<file path="src/rtl/fetch_pkg.sv">
// Shared types and constants for the instruction-fetch sequencer.
// Holds the sequencer state enum, the instruction width, the ecall encoding
// and the {pc, instr} entry carried through the prefetch FIFO to decode.
package fetch_pkg;

  localparam int          INSTR_W = 32;
  localparam logic [31:0] ECALL   = 32'h0000_0073;

  typedef enum logic [1:0] {
    IDLE  = 2'd0,
    FETCH = 2'd1,
    HALT  = 2'd2
  } state_e;

  typedef struct packed {
    logic [31:0]        pc;
    logic [INSTR_W-1:0] instr;
  } fetch_entry_t;

endpackage

</file>
<file path="src/rtl/fetch_fifo.sv">
// Prefetch FIFO of fetch_entry_t with synchronous flush (flush beats push/pop).
// Latency: a push is visible at head the next cycle; head is combinational from storage.
// Backpressure: push is accepted when not full, or when full with a same-cycle pop.
// Ports: clk/rst_n; flush, push+wdata, pop in; full, empty, count, head out.
module fetch_fifo
  import fetch_pkg::*;
#(
  parameter int DEPTH = 2,
  localparam int AW = $clog2(DEPTH),
  localparam int CW = AW + 1
) (
  input  logic          clk,
  input  logic          rst_n,
  input  logic          flush,
  input  logic          push,
  input  fetch_entry_t  wdata,
  input  logic          pop,
  output logic          full,
  output logic          empty,
  output logic [CW-1:0] count,
  output fetch_entry_t  head
);

  localparam logic [CW-1:0] DEPTH_C = CW'(DEPTH);

  fetch_entry_t  mem_q [DEPTH];
  logic [AW-1:0] wr_ptr_q;
  logic [AW-1:0] rd_ptr_q;
  logic [CW-1:0] count_q;
  logic          do_push;
  logic          do_pop;

  assign full    = (count_q == DEPTH_C);
  assign empty   = (count_q == '0);
  assign count   = count_q;
  assign head    = mem_q[rd_ptr_q];
  assign do_pop  = pop && !empty;
  // Full-and-popping still has room: the head slot frees as the new word lands.
  assign do_push = push && (!full || do_pop);

  always_ff @(posedge clk or negedge rst_n) begin
    if (!rst_n) begin
      wr_ptr_q <= '0;
      rd_ptr_q <= '0;
      count_q  <= '0;
      for (int i = 0; i < DEPTH; i++) begin
        mem_q[i] <= '0;
      end
    end else if (flush) begin
      wr_ptr_q <= '0;
      rd_ptr_q <= '0;
      count_q  <= '0;
    end else begin
      if (do_push) begin
        mem_q[wr_ptr_q] <= wdata;
        wr_ptr_q        <= wr_ptr_q + AW'(1);
      end
      if (do_pop) begin
        rd_ptr_q <= rd_ptr_q + AW'(1);
      end
      case ({do_push, do_pop})
        2'b10:   count_q <= count_q + CW'(1);
        2'b01:   count_q <= count_q - CW'(1);
        default: count_q <= count_q;
      endcase
    end
  end

endmodule

</file>
<file path="src/rtl/fetch_sequencer.sv">
// RV32I fetch controller: walks pc_q through a combinational imem, buffers
//   {pc, instr} in a prefetch FIFO for decode, takes redirects, halts on ecall/fault.
// Latency: word fetched in cycle N is at out_* in cycle N+1; 1 instr/cycle sustained.
// Backpressure: out_ready low fills the FIFO, then pc_q holds until a slot frees.
// Ports: clk, rst_n, en | imem_addr/imem_rdata | out_valid/ready/instr/pc |
//   redirect_valid/pc | halted, fault (sticky), fetch_count (16-bit, wrapping).
module fetch_sequencer
  import fetch_pkg::*;
#(
  parameter logic [31:0] RESET_PC   = 32'h0000_0000,
  parameter int          DEPTH      = 2,
  parameter int          IMEM_WORDS = 16
) (
  input  logic        clk,
  input  logic        rst_n,
  input  logic        en,
  output logic [31:0] imem_addr,
  input  logic [31:0] imem_rdata,
  output logic        out_valid,
  input  logic        out_ready,
  output logic [31:0] out_instr,
  output logic [31:0] out_pc,
  input  logic        redirect_valid,
  input  logic [31:0] redirect_pc,
  output logic        halted,
  output logic        fault,
  output logic [15:0] fetch_count
);

  localparam int            CW      = $clog2(DEPTH) + 1;
  localparam logic [CW-1:0] DEPTH_C = CW'(DEPTH);
  localparam logic [29:0]   LIMIT   = 30'(IMEM_WORDS);

  state_e       state_q, state_d;
  logic [31:0]  pc_q, pc_d;
  logic         fault_q, fault_d;
  logic [15:0]  fcnt_q, fcnt_d;

  logic         fifo_push;
  logic         fifo_pop;
  logic         fifo_flush;
  logic         fifo_full;
  logic         fifo_empty;
  logic [CW-1:0] fifo_count;
  fetch_entry_t fifo_head;
  fetch_entry_t fifo_wdata;
  logic         space;

  // A redirect kills the head in the same cycle so decode never sees a
  // wrong-path instruction once execute has resolved the branch.
  assign out_valid  = !fifo_empty && !redirect_valid;
  assign fifo_pop   = out_valid && out_ready;
  assign space      = (fifo_count < DEPTH_C) || (fifo_full && fifo_pop);
  assign fifo_wdata = '{pc: pc_q, instr: imem_rdata};

  assign imem_addr   = pc_q;
  assign out_instr   = fifo_head.instr;
  assign out_pc      = fifo_head.pc;
  assign halted      = (state_q == HALT);
  assign fault       = fault_q;
  assign fetch_count = fcnt_q;

  always_ff @(posedge clk or negedge rst_n) begin
    if (!rst_n) begin
      state_q <= IDLE;
      pc_q    <= RESET_PC;
      fault_q <= 1'b0;
      fcnt_q  <= '0;
    end else begin
      state_q <= state_d;
      pc_q    <= pc_d;
      fault_q <= fault_d;
      fcnt_q  <= fcnt_d;
    end
  end

  always_comb begin
    state_d    = state_q;
    pc_d       = pc_q;
    fault_d    = fault_q;
    fcnt_d     = fcnt_q;
    fifo_push  = 1'b0;
    fifo_flush = 1'b0;
    case (state_q)
      IDLE: begin
        if (en) begin
          state_d = FETCH;
        end
      end
      FETCH: begin
        if (redirect_valid) begin
          fifo_flush = 1'b1;
          pc_d       = redirect_pc & ~32'd3;
        end else if (!en) begin
          pc_d = pc_q;
        end else if (pc_q[31:2] >= LIMIT) begin
          fault_d = 1'b1;
          state_d = HALT;
        end else if (space) begin
          fifo_push = 1'b1;
          pc_d      = pc_q + 32'd4;
          fcnt_d    = fcnt_q + 16'd1;
          // The ecall itself still goes to decode; nothing after it is fetched.
          if (imem_rdata == ECALL) begin
            state_d = HALT;
          end
        end
      end
      HALT: begin
        if (redirect_valid) begin
          fifo_flush = 1'b1;
          pc_d       = redirect_pc & ~32'd3;
          state_d    = FETCH;
        end
      end
      default: state_d = IDLE;
    endcase
  end

  fetch_fifo #(.DEPTH(DEPTH)) u_fifo (
    .clk   (clk),
    .rst_n (rst_n),
    .flush (fifo_flush),
    .push  (fifo_push),
    .wdata (fifo_wdata),
    .pop   (fifo_pop),
    .full  (fifo_full),
    .empty (fifo_empty),
    .count (fifo_count),
    .head  (fifo_head)
  );

endmodule

</file>
<file path="config.mk">
export PLATFORM = sky130hd
export DESIGN_NAME = fetch_sequencer
export DESIGN_NICKNAME = d
export VERILOG_FILES = /design/src/rtl/fetch_pkg.sv /design/src/rtl/fetch_fifo.sv /design/src/rtl/fetch_sequencer.sv
export SDC_FILE = /design/constraint.sdc
export NUM_CORES = 1
export LEC_CHECK = 0
export ABC_CLOCK_PERIOD_IN_PS = 2720
export BUFFER_PORTS_ARGS = -buffer_cell sky130_fd_sc_hd__buf_2
export CAP_MARGIN = 10
export CORE_MARGIN = 1.5
export CORE_UTILIZATION = 30
export CTS_BUF_LIST = sky130_fd_sc_hd__clkbuf_8
export CTS_CLUSTER_SIZE = 8
export DETAILED_ROUTE_END_ITERATION = 6
export SYNTH_ARGS = -nofsm -noshare
export SYNTH_HDL_FRONTEND = slang
export SYNTH_HIERARCHICAL = 1
export SYNTH_SLANG_ARGS = --single-unit
export TNS_END_PERCENT = 5
</file>
<file path="constraint.sdc">
create_clock -name clk -period 2.72 [get_ports clk]
set_input_delay 0.272 -clock clk [delete_from_list [all_inputs] [get_ports clk]]
set_output_delay 0.272 -clock clk [all_outputs]
set_load 0.01 [all_outputs]
</file>
==> results.md, run 1 <==
Setup path:
- On the worst path, the slowest cell contributes a delay of 0.43 ns.
- The maximum fanout along the worst path is 19.
- The type of origin of the critical path is a register.
- For the worst setup path, the data arrival time is 2.98 ns.
- The critical path required time is 3.07 ns.
- The type of destination of the critical path is a register.
- Together, buffers and inverters on the worst path number 4.
- The worst setup path is of the register to register kind.
- Traced cell by cell, the critical path runs through nor4_4, nand4_1, buf_6, nor4_4, buf_4, nand2_1, nor3_4, buf_6, buf_12, mux2_2.
- The top cell family by delay on the critical path is simple AND/OR/NAND/NOR gates.
- The flop-to-flop setup slack is 0.1 ns.
- Measured in cells, the most critical reg-to-reg path has a length of 10.
- The destination of the worst register-to-register timing path is u_fifo/mem_q[56].
- Among all stages on the critical path, the largest delay is contributed by sky130_fd_sc_hd__dfrtp_1.
- The worst register-to-register path begins at imem_addr[22].

Yosys:
- The synthesized netlist devotes 5.926% of its cell area to compound gates.
- The fraction of the yosys area taken by sequential cells is 52.19%.
- By count the netlist is led by 181 x sky130_fd_sc_hd__dfrtp_1, 144 x sky130_fd_sc_hd__mux2_2, 49 x sky130_fd_sc_hd__mux2_4.
- Counting distinct cell types in the post-synthesis netlist gives 54.
- Counting flops with an async set or reset pin after synthesis yields a share of 100.0%.
- sky130_fd_sc_hd__dfrtp_1 takes more of the synthesized area than any other cell.
- The synthesized design devotes to its leading area cell type 52.19% of total area.
- In this run the cell area of the synthesized design comes to 0.008678 mm^2.
- Of the total synthesized cell area, the portion taken by full adders, half adders and majority gates is 1.009%.
- The per-instance average area after synthesis is 13.07 um^2.
- During synthesis, Yosys emitted a total of 6 warnings.
- The post-synthesis instance total is 664.
- In this run, synthesis inferred 0 flip-flops with an integrated enable.
- After Yosys synthesis, XOR and XNOR cells account for 1.615% of the synthesized area.
- The most frequently used cell type in the post-synthesis netlist is sky130_fd_sc_hd__dfrtp_1.
- The multiplexer area fraction after synthesis is 27.62%.
- The largest family of logic cells by synthesized area is multiplexers.
- Counting flops and latches in the post-synthesis netlist gives 181.
- The simple logic cell fraction of the synthesized area is 8.881%.
- For this run, the leading register cell type out of synthesis is sky130_fd_sc_hd__dfrtp_1.
- Yosys attributes the largest share of cell area to sky130_fd_sc_hd__dfrtp_1 52%, sky130_fd_sc_hd__mux2_2 19%, sky130_fd_sc_hd__mux2_4 8.5%.

Timing:
- The share of the clock period used by the worst path after layout is 96.42%.
- The smallest clock period supported by the final layout is computed as 2.623 ns.
- Clock skew on the completed layout was measured at 0.03124 ns.
- The number of pins exceeding their max-slew limit in the final report was 0.
- Setup repair after global routing could not meet its margin everywhere.
- At the pin with the least slew margin, the transition time is 1.115 ns.
- The achievable frequency is 381.3 MHz.
- The total count of hold-check failures in the final report was 0.
- On the final layout, the worst hold slack is 0.05089 ns.
- The relative slew slack is 25.41%.
- Setup violations remaining at the end of the flow were counted as 0.

Clocking:
- At the later pin of the worst-skew pair, clock insertion delay measures 0.49 ns.
- The clock tree from TritonCTS is built.
- The number of buffers on the longest clock path is 2.
- CTS saw 181 sinks.
- After clock tree synthesis, the clock-pin slew on the worst setup and hold paths is 0.13 ns.
- The TritonCTS buffer count is 17.
- The CTS root buffer is sky130_fd_sc_hd__clkbuf_8.
- The number of levels in the clock H-tree is 4.

Finish:
- The growth of design area from synthesis to finish is 25.12%.
- After the flow finishes, the layout carries non-filler instances totaling 1289.
- After the last flow step, the layout net total stands at 966.
- The fraction of final layout cells sized beyond drive strength 1 is 52.27%.

Detailed routing:
- The count of nets left with antenna violations once routing finished came out at 0.
- The average via count per standard cell is 4.797.
- The routed layout has 6183 vias.
- In the final routed layout, each cell accounts on average for 17.52 um.
- The number of iterations in the first detailed-routing pass is 4.
- The final layout contains routed wiring with a total length of 22590 um.
- The post-detailed-route DRC marker count is 0.
- After the first detailed-routing iteration, the DRC count stood at 337.

Pwr:
- The leakage dissipation is 5.588 nW.
- The worst-case IR drop observed on VDD is 0.3265 mV.
- The completed layout was analyzed and its total power is 0.007107 W.
- The power density relative to cell area is 654.5 mW/mm^2.

Status:
- The run finished with clean final reports.

Die:
- The horizontal die dimension is 173.1 um.
- The initial standard-cell utilization of the core is 30.32%.
- The die covers 0.02996 mm^2.
- The chip height is 173.1 um.
- The total I/O pin count is 184.
- The core area is 0.02863 mm^2.
- The count of standard-cell rows is 62.

Min path:
- The worst hold path begins at redirect_pc[28].
- The worst hold-check path type is input port to register.
- The terminating pin of the worst hold path is imem_addr[28].
- The worst hold path stage count is 2.

GRT:
- The via count of the first global-routing pass is 6273.
- The global router's overall resource usage is 15.38%.
- Entering global routing, the biggest net connects 82 pins.
- The total overflow left after global routing is 0.
- The initial antenna violation count is 4.
- The first global-routing pass estimated 36130 um of wire.

Place:
- The post-detailed-placement half-perimeter wirelength is 15730 um.
- Input and output buffers added on the ports amount to 179.
- The instance count after placement with tap cells included is 1251.
- The weighted congestion at the end of routability-driven global placement is 0.7769.

Job:
- The reported max-cap violation count is 0.
==> logic make-up after synthesis <==
group,after synthesis
xor+xnor,16
other cells,1
fa+ha+maj,7
buf+inv,45
compound gates,78
simple gates,139
mux,197
flops,181
==> routing by layer <==
layer	GRT usage (%)	wire length [um]
met1	21.16	10770
met2	23.98	10590
met3	3.782	997
met4	4.493	206
met5	0	26
==> sequential cells by signal, summed over array words and instances, names as in the netlist <==
signal           flops
fault                1
fetch_count         16
imem_addr           30
state_q              2
u_fifo/count         2
u_fifo/mem_q       128
u_fifo/rd_ptr_q      1
u_fifo/wr_ptr_q      1
==> layout make-up <==
| cell class | instances | area [um^2] |
|---|---|---|
| diodes | 2 | 5.005 |
| repair buffers | 239 | 1425 |
| multi-input cells | 443 | 3980 |
| well taps | 384 | 480.5 |
| inverters | 8 | 30.03 |
| clock inverters | 14 | 156.4 |
| fillers | 2796 | 17770 |
| flip-flops and latches | 181 | 4533 |
| clock buffers | 18 | 247.7 |
==> layout by cell type, fill, tap and decap left out, types with 5 or more instances in the layout <==
cell,n
sky130_fd_sc_hd__nand3_1,13
sky130_fd_sc_hd__nand2_1,15
sky130_fd_sc_hd__clkbuf_8,19
sky130_fd_sc_hd__inv_6,6
sky130_fd_sc_hd__nor2_1,37
sky130_fd_sc_hd__inv_1,8
sky130_fd_sc_hd__mux2_4,49
sky130_fd_sc_hd__buf_4,50
sky130_fd_sc_hd__dfrtp_1,180
sky130_fd_sc_hd__o31ai_1,17
sky130_fd_sc_hd__xnor2_1,14
sky130_fd_sc_hd__nor4_1,10
sky130_fd_sc_hd__conb_1,6
sky130_fd_sc_hd__a21oi_1,19
sky130_fd_sc_hd__mux2_2,144
sky130_fd_sc_hd__and3_1,10
sky130_fd_sc_hd__buf_2,178
sky130_fd_sc_hd__ha_1,7
sky130_fd_sc_hd__nand4_1,18
sky130_fd_sc_hd__nor3_1,5
sky130_fd_sc_hd__o21ai_0,15
==> worst max-delay path by stage <==
stage | startpoint | to | slack (ns) | depth (start not counted)
after floorplan | imem_addr[24] | u_fifo/mem_q[100] | 0.04 | 7
after global placement | imem_addr[26] | u_fifo/mem_q[33] | 0.01 | 10
after detailed placement | imem_addr[22] | u_fifo/mem_q[56] | -0.004 | 10
after CTS | imem_addr[22] | u_fifo/mem_q[56] | 0.009 | 10
after global routing | imem_addr[22] | u_fifo/mem_q[56] | -0.03 | 10
final | imem_addr[22] | u_fifo/mem_q[56] | 0.1 | 10
==> per-stage QoR <==
stage / utilization, % / setup TNS [ns] / instance area, um^2 / setup WS (ns)
global placement: 36.24 / 0 / 10370 / 0.009795
global route: 37.93 / -0.4614 / 10860 / -0.03071
floorplan: - / 0 / 8712 / 0.04140
CTS: 37.86 / 0 / 10840 / 0.009086
finish: 37.93 / 0 / 10860 / 0.09742
detailed placement: 36.24 / -0.007961 / 10370 / -0.004118
==> report_power, final <==
group          total (W)  internal (W)  switching (W)
registers        0.00313       0.00292       0.000201
logic            0.00205      0.000812        0.00124
clock network    0.00193      0.000793        0.00114
==> what timing repair did <==
item                                    4_1_cts  5_1_grt
gates cloned                                  0        0
gates resized for setup                       6        2
hold endpoints to repair                     78        0
endpoints found under the setup margin       82      113
hold buffers                                  2        0
pin swaps                                     0        1
setup buffers                                 1        1
Power figures use the tool's default switching activity.
==> run 2: changes to the inputs <==
--- a/config.mk
+++ b/config.mk
@@ -13,6 +13,8 @@
 export CTS_BUF_LIST = sky130_fd_sc_hd__clkbuf_8
 export CTS_CLUSTER_SIZE = 8
 export DETAILED_ROUTE_END_ITERATION = 6
+export GPL_ROUTABILITY_DRIVEN = 0
+export PLACE_DENSITY = 0.51
 export SYNTH_ARGS = -nofsm -noshare
 export SYNTH_HDL_FRONTEND = slang
 export SYNTH_HIERARCHICAL = 1
==> run 2 against run 1 <==
- via count decreased by 1.1%
- maximum frequency rose by 1.0%
- sequential cell count did not move
- power is 0.86% lower
==> results.md, run 2 (synthesis gave the netlist of run 1 again) <==
Setup path:
- Data arrives at the worst endpoint at 2.95 ns.
- The top cell family by delay on the critical path is simple AND/OR/NAND/NOR gates.
- The maximum fanout along the worst path is 38.
- The worst setup path is captured at a register.
- The critical path goes through nor4_4, nand4_1, buf_4, nor4_4, or4b_4, buf_12, mux2_4.
- The type of origin of the critical path is a register.
- The buffering stage count on the worst path with inverters included is 2.
- The maximum single-stage delay on the critical path is 0.54 ns.
- The worst setup path is of the register to register kind.
- In this design, the critical path's most frequently occurring cell is sky130_fd_sc_hd__nor4_4.
- At the worst endpoint, the required time is 3.07 ns.
- The master of the slowest instance on the critical path is sky130_fd_sc_hd__or4b_4.

Finish:
- The register with the most flip-flops in the layout has 128 of them.
- The register cell area after layout is 0.004533 mm^2.
- The register name with the most flops is u_fifo/mem_q.
- At the end of the flow, the number of nets in the layout was 964.
- The area occupied by multi-input gates is 0.003971 mm^2.
- The post-route netlist has 51.94% of its cells at a drive strength greater than 1.
- Leaving out fill and tap cells, the most frequent cells in the layout are 180 x sky130_fd_sc_hd__dfrtp_1, 178 x sky130_fd_sc_hd__buf_2, 144 x sky130_fd_sc_hd__mux2_2.
- The number of fillers in the final layout is 2783.
- The leading cell type in the layout, fill and taps excluded is sky130_fd_sc_hd__dfrtp_1.
- Relative to the synthesized area, the layout overhead comes to 25.13%.

Die:
- During I/O placement, the number of pins put on the boundary was 184.
- The floorplan step set the die height to 173.1 um.
- In this run the horizontal extent of the chip is 173.1 um.
- The area of the die is 0.02996 mm^2.
- The count of standard-cell rows is 62.
- The core area is 0.02863 mm^2.
- The initial utilization of the core area, before any placement, comes to 30.32%.

GRT:
- The initial antenna violation count came to 2.
- The residual overflow from global routing is 0.
- The first global-routing pass estimated 36470 um of wire.
- The pin count of the biggest net entering global routing is 63.
- Global routing used 15.69% of the available tracks across all layers.
- The via count of the first global-routing pass is 6219.

Detailed routing:
- The average via count per standard cell is 4.753.
- The post-detailed-route DRC marker count is 0.
- The detail route stage leaves a number of antenna-violating nets equal to 0.
- The wire length per cell is 17.71 um.
- The number of DRC violations after detailed-routing iteration 0 is 398.
- The routed layout has 6113 vias.
- The number of iterations in the first detailed-routing pass is 4.
- The routed design has 22780 um of wire.

Clocking:
- The longest clock path from root to sink contains 2 buffers.
- TritonCTS built the clock tree.
- The later pin in the worst-skew pair is clocked with a latency of 0.48 ns.
- The number of sinks on the clock net is 181.
- The post-CTS setup repair buffer count is 0.
- The CTS root buffer is sky130_fd_sc_hd__clkbuf_8.
- In this run the number of H-tree levels came out at 4.
- The TritonCTS buffer count is 17.
- Clock-pin slew was measured on the worst setup and hold paths at 0.11 ns.

Timing:
- The achievable frequency is 385.2 MHz.
- The post-route clock skew is 0.02081 ns.
- The shortest clock period the worst path allows after layout is 2.596 ns.
- For the final routed database, the setup TNS stands at 0 ns.
- The slew at the pin closest to its max-slew limit is 1.167 ns.
- The number of endpoints failing setup at the final stage is 0.
- The number of pins exceeding their max-slew limit in the final report is 0.
- In this run the tightest slew margin relative to its limit is 21.89%.
- The final critical path takes up 95.44% of the cycle.
- The total count of hold-check failures in the final report is 0.
- Setup repair after global routing left no endpoint under its margin.
- The worst path meets setup with 0.1241 ns of slack.

Pwr:
- The maximum vdd ir drop is 0.3765 mV.
- Power spread over the standard cell area amounts to 648.8 mW/mm^2.
- In this run the static leakage power is 5.576 nW.

Place:
- After legalization and detailed placement, the total HPWL measured 15830 um.
- The number of port buffers is 179.
- The worst setup slack after placement is 0.09718 ns.

Status:
- The flow ran to the end, and the final reports show no timing, DRC or antenna violations.

Job:
- The reported max-cap violation count is 0.

Min path:
- The worst hold-check path type is input port to register.
## run 2: cell types whose count changed in the layout (fill, tap and decap cells not counted), sizes merged
| cell | previous run | this run |
|---|---|---|
| inv | 16 | 14 |
| clkbuf | 19 | 20 |
| clkinvlp | 0 | 3 |
| buf | 236 | 234 |
| clkinv | 5 | 3 |
| diode | 2 | 1 |
## run 2: repair_timing
| action | CTS | global route |
|---|---|---|
| endpoints found under the hold margin | 60 | 0 |
| setup endpoints to repair | 0 | 6 |
| hold buffers | 2 | 0 |
| gates resized for setup | 0 | 2 |
## run 2: stage by stage
stage	power [W]	area [um^2]	hold WS (ns)	std cells	util, %
final	0.007046	10860	0.05127	1286	37.94
after global routing	0.007486	10860	0.004012	1285	37.93
after CTS	0.007139	10840	0.001081	1285	37.87
after detailed placement	0.005234	10440	0.3081	1251	36.46
after global placement	0.005216	10440	0.3077	1251	36.46
after floorplan	0.004120	8712	-0.02359	669	-
## run 2: worst paths after layout
| kind | from | endpoint | slack, ns | depth (start not counted) |
|---|---|---|---|---|
| max | imem_addr[22] | u_fifo/mem_q[81] | 0.12 | 7 |
| min | imem_rdata[26] | u_fifo/mem_q[26] | 0.05 | 2 |
| max reg2reg | imem_addr[22] | u_fifo/mem_q[81] | 0.12 | 7 |
| min reg2reg | fetch_count[15] | fetch_count[15] | 0.47 | 1 |
| max in group asynchronous | rst_n | u_fifo/mem_q[34] | 1.62 | 3 |
| min in group asynchronous | rst_n | u_fifo/mem_q[120] | 0.34 | 2 |
## run 2: power breakdown
group,leakage [nW],internal (W),switching (W)
Combinational,2.95,0.000817,0.00125
Clock,0.191,0.000786,0.00107
Sequential,2.43,0.00292,0.000198
## run 2: per-layer routing
metal  track usage, %  vias to the layer above  wire (um)
met5                0                        -         26
met4            4.348                        4        243
met3            3.914                       14        993
met2            23.81                      120      10240
met1            22.19                     3097      11270
li1                 -                     2878          -
## run 2: final cells by class
class,instances,share of cell area (%)
Sequential cell,181,41.74
Inverter,8,0.2765
Timing Repair Buffer,237,13.42
Tap cell,384,4.424
Clock buffer,19,2.408
Clock inverter,13,1.129
Multi-Input combinational cell,443,36.57
Antenna cell,1,0.02304
